--- src/rtl/instr_fetch_unit_if.sv ---
// Bundle between the fetch unit and its neighbours: instruction-memory handshake,
// redirect inputs from decode/ALU, and the instruction/status outputs.
interface instr_fetch_unit_if;
   logic        stall;
   logic        pc_sel;
   logic [31:0] alu_data;
   logic        imem_req;
   logic [31:0] imem_addr;
   logic        imem_ack;
   logic [31:0] imem_rdata;
   logic [31:0] pc;
   logic [31:0] pc_four;
   logic [31:0] instr;
   logic        instr_vld;
   logic        fetch_err;
   logic [31:0] retire_cnt;

   modport master (
      input  stall, pc_sel, alu_data, imem_ack, imem_rdata,
      output imem_req, imem_addr, pc, pc_four, instr, instr_vld, fetch_err, retire_cnt
   );

   modport slave (
      output stall, pc_sel, alu_data, imem_ack, imem_rdata,
      input  imem_req, imem_addr, pc, pc_four, instr, instr_vld, fetch_err, retire_cnt
   );
endinterface

--- src/rtl/instr_fetch_unit.sv ---
// Instruction fetch: owns the PC, fetches over req/ack, presents one word at a time
// with a valid flag, and redirects to the ALU target when decode asks for it.
module instr_fetch_unit #(
   parameter logic [31:0] RESET_PC  = 32'h0000_0000,
   parameter logic [31:0] NOP_INSTR = 32'h0000_0013
) (
   input  logic                  clk,
   input  logic                  rst,
   instr_fetch_unit_if.master    bus
);
   typedef enum logic [1:0] {S_IDLE, S_REQ, S_VALID, S_ERR} state_t;

   state_t      state, state_nxt;
   logic [31:0] pc_q, pc_nxt;
   logic [31:0] instr_q, instr_nxt;
   logic [31:0] cnt_q, cnt_nxt;
   logic        err_q, err_nxt;
   logic [31:0] pc_four;

   assign pc_four = pc_q + 32'd4;

   always_ff @(posedge clk or posedge rst) begin
      if (rst) begin
         state   <= S_IDLE;
         pc_q    <= RESET_PC;
         instr_q <= NOP_INSTR;
         cnt_q   <= '0;
         err_q   <= 1'b0;
      end else begin
         state   <= state_nxt;
         pc_q    <= pc_nxt;
         instr_q <= instr_nxt;
         cnt_q   <= cnt_nxt;
         err_q   <= err_nxt;
      end
   end

   always_comb begin
      state_nxt = state;
      pc_nxt    = pc_q;
      instr_nxt = instr_q;
      cnt_nxt   = cnt_q;
      err_nxt   = err_q;
      case (state)
         S_IDLE: state_nxt = S_REQ;
         S_REQ: begin
            if (bus.imem_ack) begin
               instr_nxt = bus.imem_rdata;
               state_nxt = S_VALID;
            end
         end
         S_VALID: begin
            // Redirect inputs matter only on the consuming edge.
            if (!bus.stall) begin
               cnt_nxt   = cnt_q + 32'd1;
               instr_nxt = NOP_INSTR;
               if (bus.pc_sel && (bus.alu_data[1:0] != 2'b00)) begin
                  err_nxt   = 1'b1;
                  state_nxt = S_ERR;
               end else begin
                  pc_nxt    = bus.pc_sel ? bus.alu_data : pc_four;
                  state_nxt = S_REQ;
               end
            end
         end
         S_ERR:   state_nxt = S_ERR;
         default: state_nxt = S_IDLE;
      endcase
   end

   assign bus.imem_req   = (state == S_REQ);
   assign bus.imem_addr  = pc_q;
   assign bus.pc         = pc_q;
   assign bus.pc_four    = pc_four;
   assign bus.instr      = instr_q;
   assign bus.instr_vld  = (state == S_VALID);
   assign bus.fetch_err  = err_q;
   assign bus.retire_cnt = cnt_q;
endmodule

--- src/flat_wrapper.sv ---
// flat-port wrapper written by rule: the top's interface ports become plain ports
module instr_fetch_unit_flat 
#(
   parameter logic [31:0] RESET_PC  = 32'h0000_0000,
   parameter logic [31:0] NOP_INSTR = 32'h0000_0013
)
  (clk, rst, bus_stall, bus_pc_sel, bus_alu_data, bus_imem_ack, bus_imem_rdata, bus_imem_req, bus_imem_addr, bus_pc, bus_pc_four, bus_instr, bus_instr_vld, bus_fetch_err, bus_retire_cnt);
  instr_fetch_unit_if bus_i ();
  input  logic clk;
  input  logic rst;
  input wire logic [$bits(bus_i.stall)-1:0] bus_stall;
  input wire logic [$bits(bus_i.pc_sel)-1:0] bus_pc_sel;
  input wire logic [$bits(bus_i.alu_data)-1:0] bus_alu_data;
  input wire logic [$bits(bus_i.imem_ack)-1:0] bus_imem_ack;
  input wire logic [$bits(bus_i.imem_rdata)-1:0] bus_imem_rdata;
  output wire logic [$bits(bus_i.imem_req)-1:0] bus_imem_req;
  output wire logic [$bits(bus_i.imem_addr)-1:0] bus_imem_addr;
  output wire logic [$bits(bus_i.pc)-1:0] bus_pc;
  output wire logic [$bits(bus_i.pc_four)-1:0] bus_pc_four;
  output wire logic [$bits(bus_i.instr)-1:0] bus_instr;
  output wire logic [$bits(bus_i.instr_vld)-1:0] bus_instr_vld;
  output wire logic [$bits(bus_i.fetch_err)-1:0] bus_fetch_err;
  output wire logic [$bits(bus_i.retire_cnt)-1:0] bus_retire_cnt;
  assign bus_i.stall = bus_stall;
  assign bus_i.pc_sel = bus_pc_sel;
  assign bus_i.alu_data = bus_alu_data;
  assign bus_i.imem_ack = bus_imem_ack;
  assign bus_i.imem_rdata = bus_imem_rdata;
  assign bus_imem_req = bus_i.imem_req;
  assign bus_imem_addr = bus_i.imem_addr;
  assign bus_pc = bus_i.pc;
  assign bus_pc_four = bus_i.pc_four;
  assign bus_instr = bus_i.instr;
  assign bus_instr_vld = bus_i.instr_vld;
  assign bus_fetch_err = bus_i.fetch_err;
  assign bus_retire_cnt = bus_i.retire_cnt;
  instr_fetch_unit #(.RESET_PC(RESET_PC), .NOP_INSTR(NOP_INSTR)) u_core (.clk(clk), .rst(rst), .bus(bus_i));
endmodule
--- config.mk ---
export PLATFORM = sky130hd
export DESIGN_NAME = instr_fetch_unit_flat
export DESIGN_NICKNAME = d
export VERILOG_FILES = /design/src/rtl/instr_fetch_unit_if.sv /design/src/rtl/instr_fetch_unit.sv /design/src/flat_wrapper.sv
export SDC_FILE = /design/constraint.sdc
export NUM_CORES = 1
export LEC_CHECK = 0
export ABC_CLOCK_PERIOD_IN_PS = 3800
export BUFFER_PORTS_ARGS = -buffer_cell sky130_fd_sc_hd__buf_2
export CORE_UTILIZATION = 49
export CTS_BUF_LIST = sky130_fd_sc_hd__clkbuf_8
export CTS_CLUSTER_DIAMETER = 50
export DETAILED_ROUTE_END_ITERATION = 8
export GPL_TIMING_DRIVEN = 0
export HOLD_SLACK_MARGIN = 0.08
export PLACE_DENSITY = 0.83
export SYNTH_ARGS = -nofsm -noshare
export SYNTH_HDL_FRONTEND = slang
export SYNTH_SLANG_ARGS = --single-unit
--- constraint.sdc ---
create_clock -name clk -period 3.8 [get_ports clk]
set_input_delay 0.19 -clock clk [delete_from_list [all_inputs] [get_ports clk]]
set_output_delay 0.19 -clock clk [all_outputs]
set_load 0.01 [all_outputs]
==> impl_metrics.toml, run 1 <==
[cells_and_area]
synthToLayoutAreaGrowth_pct = 38.3
fin_nets = 864
fin_cells = 934
drive_above_1_share_pct = 39.7
n_antenna_cell = 0

[clock_tree]
cts_tree = "built"
clockRootBuffer = "clkbuf_8"
clock_path_buffers = 2
h-tree-depth = 3
cts_made_buffers = 9
clock-sinks = 99
clk_latency_ps = 350
path_clk_slew_ps = 100

[detailed_routing]
postRouteAntennaNets = 0
vias_per_cell = 5.60
first_pass_iters = 5
vias = 5228
wirelength_mm = 16.8
drc = 0
wl_per_cell_microns = 18.0
drt_iter0_drc = 361

[floorplanning]
start_util_pct = 50.7
rows = 37
die_y_microns = 105
dieArea_sq_um = 11100
die_w_microns = 105
core_area_sq_um = 10300
io_pins = 232

[run]
maxCapViolCount = 0

[worst_setup_path]
cp.arrival_ps = 2380
critical_path_buf_inv_count = 2
reg2reg_to = "u_core.bus.imem_addr[28]"
crit_top_cell = "buf_2"
startpoint = "u_core.bus.imem_addr[4]"
cp_slowest_cell = "nor2_1"
r2r_cells = 6
worstPathCellList = "buf_2, nand4_1, nor2_1, nand3_1, xnor2_1, buf_2"
cp.required_ps = 3610
cp_max_fo = 8
criticalPathCategory = "flop to output port"
r2r_setup_slack_ps = 1640
end_kind = "output port"
timing.rr.start = "u_core.bus.imem_addr[2]"
slowest_delay_ps = 460
critPathTopFamily = "simple AND/OR/NAND/NOR gates"
worst_setup_path_start_kind = "flop"

[placement]
io_buffers = 231
place.gp.congestion = 0.949
dpl.hpwl_mm = 11.5
dp.cells = 874

[min_path]
holdPathStages = 3
hold_end = "u_core.bus.imem_addr[17]"
min_path_type = "input pin to flop"
min_from = "bus_alu_data[17]"

[yosys]
ys_ff_latch = 99
ys_types = 54
synth_flop_cell = "dfrtp_1"
syn_avg_cell_area_sq_um = 10.4
ys_seq_area_share_pct = 47.4
synth_top_cell_area_share_pct = 45.9
synth_area_sq_um = 5240
synth_area_leaders = "dfrtp_1 (46%), xnor2_1 (7.2%), a22o_1 (5.5%)"
synth_nets = 577
syn_inst = 506
synth-edff-count = 0
async_flop_share_pct = 100
synth_warnings = 0
synth_common_cells = "dfrtp_1 (96), xnor2_1 (43), buf_4 (35), a22o_1 (33), nand3_1 (31)"
yosysTopAreaCell = "dfrtp_1"
yosysMostFrequentCell = "dfrtp_1"

[timing]
finalMaxSlewViolations = 0
max_freq_ghz = 0.389
rsz0062_at_grt = "no"
period_minus_slack_ps = 2570
finalSetupViolCount = 0
finalHoldViolations = 0
relSlewSlack_pct = 57.9
skew_ps = 10.8
timing.final.crit_share_pct = 67.6
fin_setup_tns_ps = 0
worst_pin_slew_ps = 630

[global_route]
grt_pass1_wl_mm = 26.5
grt.total_usage_pct = 30.3
antenna_found_initial = 0
first_global_vias = 5102
use_met2_pct = 51.6
grt-ovfl-total = 0
grt.busiest_layer = "met2"
grt.met1_usage_pct = 38.2
grt_max_degree = 67
gr-usage-met3_pct = 6.31

[power]
p_per_area_nw_per_um2 = 487
peakVddDrop_mv = 0.420
power.leakage_nw = 3.80

[status]
status = "finished, final reports clean"
==> report_power, final <==
part	internal (mW)	total, mW	switching [mW]	leakage, nW
combinational	0.627	1.28	0.653	2.46
sequential	1.30	1.54	0.240	1.24
clock	0.344	0.713	0.369	0.108
==> per-layer routing <==
| metal | up-vias | wire length, microns |
|---|---|---|
| met3 | 38 | 1390 |
| met4 | 0 | 414 |
| met1 | 2523 | 6620 |
| met5 | - | 0 |
| met2 | 298 | 8360 |
| li1 | 2369 | - |
==> final cells by class <==
type / count / area, sq um
multi-input cells: 335 / 2330
fillers: 786 / 3080
clock buffers: 11 / 151
flip-flops and latches: 99 / 2480
inverters: 7 / 28.8
plain buffers: 65 / 402
clock inverters: 5 / 58.8
repair buffers: 276 / 1620
well taps: 136 / 170
==> cell usage in the layout, fill, tap and decap left out, drive strengths merged, types with 4 or more instances in the layout <==
cell and n:
inv 10, a22oi 4, o21ai 12, nand4 16
a21oi 17, xor2 16, nand2 30, a21o 4
nand3b 6, and3 23, xnor2 43, a221o 5
clkbuf 26, mux2i 6, a22o 33, dfrtp 96
nor3 10, and4 10, nand3 33, o311ai 5
buf 282, dlygate4sd3 44, o211ai 4, nor2 28
==> worst register-to-register path, stage by stage, from the launching register on <==
cell and delay (ps):
dfrtp_1 520, ha_1 300, nand3_2 230, nor3_2 380, nand3_1 150, xnor2_1 180, a221o_1 300
==> per-stage QoR <==
stage	power, mW	hold WS [ps]	util (%)	cell area (sq um)	setup slack (ps)
after floorplan	2.19	277	-	5240	1020
final	3.53	107	70.2	7250	1230
after CTS	3.50	88.3	70.2	7250	1230
after global routing	3.70	102	70.2	7250	1040
after detailed placement	2.74	235	63.9	6600	1650
after global placement	2.71	413	63.6	6570	-91.3
==> what timing repair did <==
action | 4_1_cts | 5_1_grt
setup buffers | 0 | 0
endpoints found under the hold margin | 76 | 0
resized for setup | 0 | 0
hold buffers | 44 | 0
==> state kept, by name (all words and copies together), names as in the netlist <==
signal,cells
u_core.bus.instr,32
u_core.state,2
u_core.bus.retire_cnt,32
u_core.bus.imem_addr,32
u_core.bus.fetch_err,1
==> kinds of logic (layout without fill, tap and decap cells) <==
group	count (synthesis)	in the layout	share of synthesized area, %
XOR/XNOR	59	59	9.86
buffers and inverters	72	364	8.17
AND/OR/NAND/NOR	175	175	19.7
AO/OA/AOI/OAI	93	93	13.3
multiplexers	6	6	1.15
adder cells (fa/ha/maj)	2	2	0.478
flip-flops	99	99	47.4
==> worst max path at each step <==
stage / end / cells after the start / slack [ps]
after floorplan: u_core.bus.fetch_err / 1 / 1020
after global placement: u_core.bus.imem_addr[18] / 2 / -90
after detailed placement: bus_pc_four[22] / 6 / 1650
after CTS: bus_pc_four[22] / 6 / 1230
after global routing: bus_pc_four[25] / 6 / 1040
final: bus_pc_four[25] / 6 / 1230
No activity file was read; power rests on OpenSTA's default activity.
==> run 2: changes to the inputs <==
--- a/config.mk
+++ b/config.mk
@@ -5,15 +5,16 @@
 export SDC_FILE = /design/constraint.sdc
 export NUM_CORES = 1
 export LEC_CHECK = 0
-export ABC_CLOCK_PERIOD_IN_PS = 3800
+export ABC_AREA = 1
+export ABC_CLOCK_PERIOD_IN_PS = 2150
 export BUFFER_PORTS_ARGS = -buffer_cell sky130_fd_sc_hd__buf_2
-export CORE_UTILIZATION = 49
+export CORE_UTILIZATION = 45
 export CTS_BUF_LIST = sky130_fd_sc_hd__clkbuf_8
 export CTS_CLUSTER_DIAMETER = 50
 export DETAILED_ROUTE_END_ITERATION = 8
 export GPL_TIMING_DRIVEN = 0
 export HOLD_SLACK_MARGIN = 0.08
-export PLACE_DENSITY = 0.83
+export PLACE_DENSITY = 0.78
 export SYNTH_ARGS = -nofsm -noshare
 export SYNTH_HDL_FRONTEND = slang
 export SYNTH_SLANG_ARGS = --single-unit
==> constraint.sdc (replaced) <==
create_clock -name clk -period 2.15 [get_ports clk]
set_input_delay 0.1075 -clock clk [delete_from_list [all_inputs] [get_ports clk]]
set_output_delay 0.1075 -clock clk [all_outputs]
set_load 0.01 [all_outputs]
==> run 2 against run 1 <==
Against the previous run:
- worst setup slack worse by 1200 ps
- largest power group is now combinational cells
- critical endpoint is now bus_pc_four[14]
- cell area is 11% higher
- final cell count is 31% higher
==> impl_metrics.toml, run 2 <==
[yosys]
synth_common_cells = "nand2_1 (267), dfrtp_1 (96), nor2_1 (81), inv_1 (60), buf_4 (34)"
syn_avg_cell_area_sq_um = 7.77
ys_seq_area_share_pct = 43.6
synth_nets = 804
synth_warnings = 0
synth-edff-count = 0
ys_ff_latch = 99
synth_area_sq_um = 5690
ys_types = 32
syn_inst = 733
yosysTopAreaCell = "dfrtp_1"
synth_area_leaders = "dfrtp_1 (42%), nand2_1 (18%), nor2_1 (5.3%)"
yosysMostFrequentCell = "nand2_1"
synth_flop_cell = "dfrtp_1"
synth_top_cell_area_share_pct = 42.2
async_flop_share_pct = 100

[timing]
timing.final.crit_share_pct = 98.3
finalSetupViolCount = 0
relSlewSlack_pct = 57.8
rsz0062_at_grt = "yes"
finalHoldViolations = 0
period_minus_slack_ps = 2110
finalMaxSlewViolations = 0
worst_pin_slew_ps = 627
skew_ps = 8.80
hold_slack_ps = 97.5
max_freq_ghz = 0.473
fin_setup_tns_ps = 0
worst_slack_ps = 36.9

[global_route]
grt.total_usage_pct = 27.2
grt_max_degree = 41
first_global_vias = 5497
grt_pass1_wl_mm = 27.5
antenna_found_initial = 0
grt-ovfl-total = 0

[floorplanning]
dieArea_sq_um = 13100
core_area_sq_um = 12200
io_pins = 232
rows = 40
start_util_pct = 46.8
die_w_microns = 114
die_y_microns = 114

[worst_setup_path]
cp.arrival_ps = 2010
worst_setup_path_start_kind = "flop"
timing.rr.start = "u_core.bus.retire_cnt[1]"
r2r_cells = 8
reg2reg_to = "u_core.bus.retire_cnt[18]"
criticalPathCategory = "flop to output port"
cp.required_ps = 2040
cp_max_fo = 5
r2r_setup_slack_ps = 370
end_kind = "output port"

[run]
maxCapViolCount = 0

[power]
p_per_area_nw_per_um2 = 1000
power.leakage_nw = 4.34
peakVddDrop_mv = 0.534

[placement]
dpl.hpwl_mm = 12.7
place.gp.congestion = 0.927
io_buffers = 231
dpl_worst_slack_ps = 388

[clock_tree]
clock_path_buffers = 2
h-tree-depth = 3
clock-sinks = 99
cts_made_buffers = 9
clockRootBuffer = "clkbuf_8"
path_clk_slew_ps = 90
clk_latency_ps = 380
cts_tree = "built"

[detailed_routing]
drt_iter0_drc = 429
vias_per_cell = 4.95
first_pass_iters = 7
postRouteAntennaNets = 0
drc = 0
wl_per_cell_microns = 14.7
wirelength_mm = 18.0
vias = 6045

[cells_and_area]
mostFrequentLayoutCell = "nand2_1"
most-common-layout-cells = "nand2_1 (260), buf_2 (236), dfrtp_1 (93), nor2_1 (81), dlygate4sd3_1 (64)"
fin_nets = 1118
drive_above_1_share_pct = 33.2
synthToLayoutAreaGrowth_pct = 41.7

[min_path]
holdPathStages = 3
min_path_type = "input pin to flop"
hold_end = "u_core.state[1]"
min_from = "bus_stall"

[status]
status = "finished, final reports clean"
-- run 2: changes by cell type after synthesis, sizes merged, moves of 16 or more --
| cell | delta |
|---|---|
| nand2 | +245 |
| a22oi | +21 |
| a21oi | -16 |
| inv | +56 |
| nor2 | +70 |
| xnor2 | -34 |
| and3 | -23 |
-- run 2: how the worst max path moves through the flow --
stage	startpoint	endpoint	slack [ps]	cells after the start
final	u_core.bus.imem_addr[3]	bus_pc_four[14]	40	7
after global routing	u_core.bus.imem_addr[3]	bus_pc_four[14]	-90	7
after CTS	u_core.bus.imem_addr[2]	bus_pc_four[30]	20	8
after detailed placement	u_core.bus.retire_cnt[1]	u_core.bus.retire_cnt[18]	390	8
after global placement	rst	u_core.bus.imem_addr[24]	140	2
after floorplan	u_core.bus.imem_addr[3]	u_core.bus.imem_addr[16]	580	8
-- run 2: through the flow --
stage	util, %	cell area (sq um)	std cells	power (mW)
finish	66.3	8070	1221	8.09
floorplan	-	5700	733	5.01
detailed placement	58.4	7100	1134	6.60
global placement	58.1	7060	1132	6.52
CTS	65.3	7940	1214	7.91
global route	66.3	8070	1220	8.59
-- run 2: logic make-up after synthesis --
| family | Yosys count | share of synthesized area [%] |
|---|---|---|
| simple gates | 422 | 31.7 |
| buf+inv | 113 | 10.5 |
| flops | 99 | 43.6 |
| compound gates | 68 | 9.30 |
| xor+xnor | 29 | 4.46 |
| fa+ha+maj | 2 | 0.439 |
-- run 2: power breakdown --
group | internal, mW | switching, mW
Combinational | 1.89 | 1.80
Sequential | 2.43 | 0.755
Clock | 0.534 | 0.687
-- run 2: timing repair --
item	CTS	global route
gates resized for setup	0	23
endpoints found under the hold margin	85	0
buffers inserted	0	6
hold buffers	64	0
setup endpoints to repair	0	12
-- run 2: routing by layer --
metal / vias to the layer above / global-route usage, % / part of all wire [%]
met5: - / 0 / 0
met2: 260 / 48.2 / 51
met4: 0 / 9.96 / 1.9
met3: 28 / 3.49 / 6.2
met1: 2841 / 34.1 / 41
li1: 2916 / - / -
-- run 2: critical path: stages (launching register included) --
cell and delay, ps:
dfrtp_1 430, ha_2 220, nand2_2 70, nor2_4 220
nand2_4 100, nor2_4 200, xor2_1 230, buf_2 170
-- run 2: area by class of cell --
type | count | area, sq um
Clock buffer | 9 | 124
Inverter | 63 | 240
Multi-Input combinational cell | 521 | 2670
Clock inverter | 7 | 68.8
Tap cell | 168 | 210
Antenna cell | 1 | 2.50
Timing Repair Buffer | 303 | 1900
Sequential cell | 99 | 2480
Fill cell | 1037 | 4090
Buffer | 50 | 363
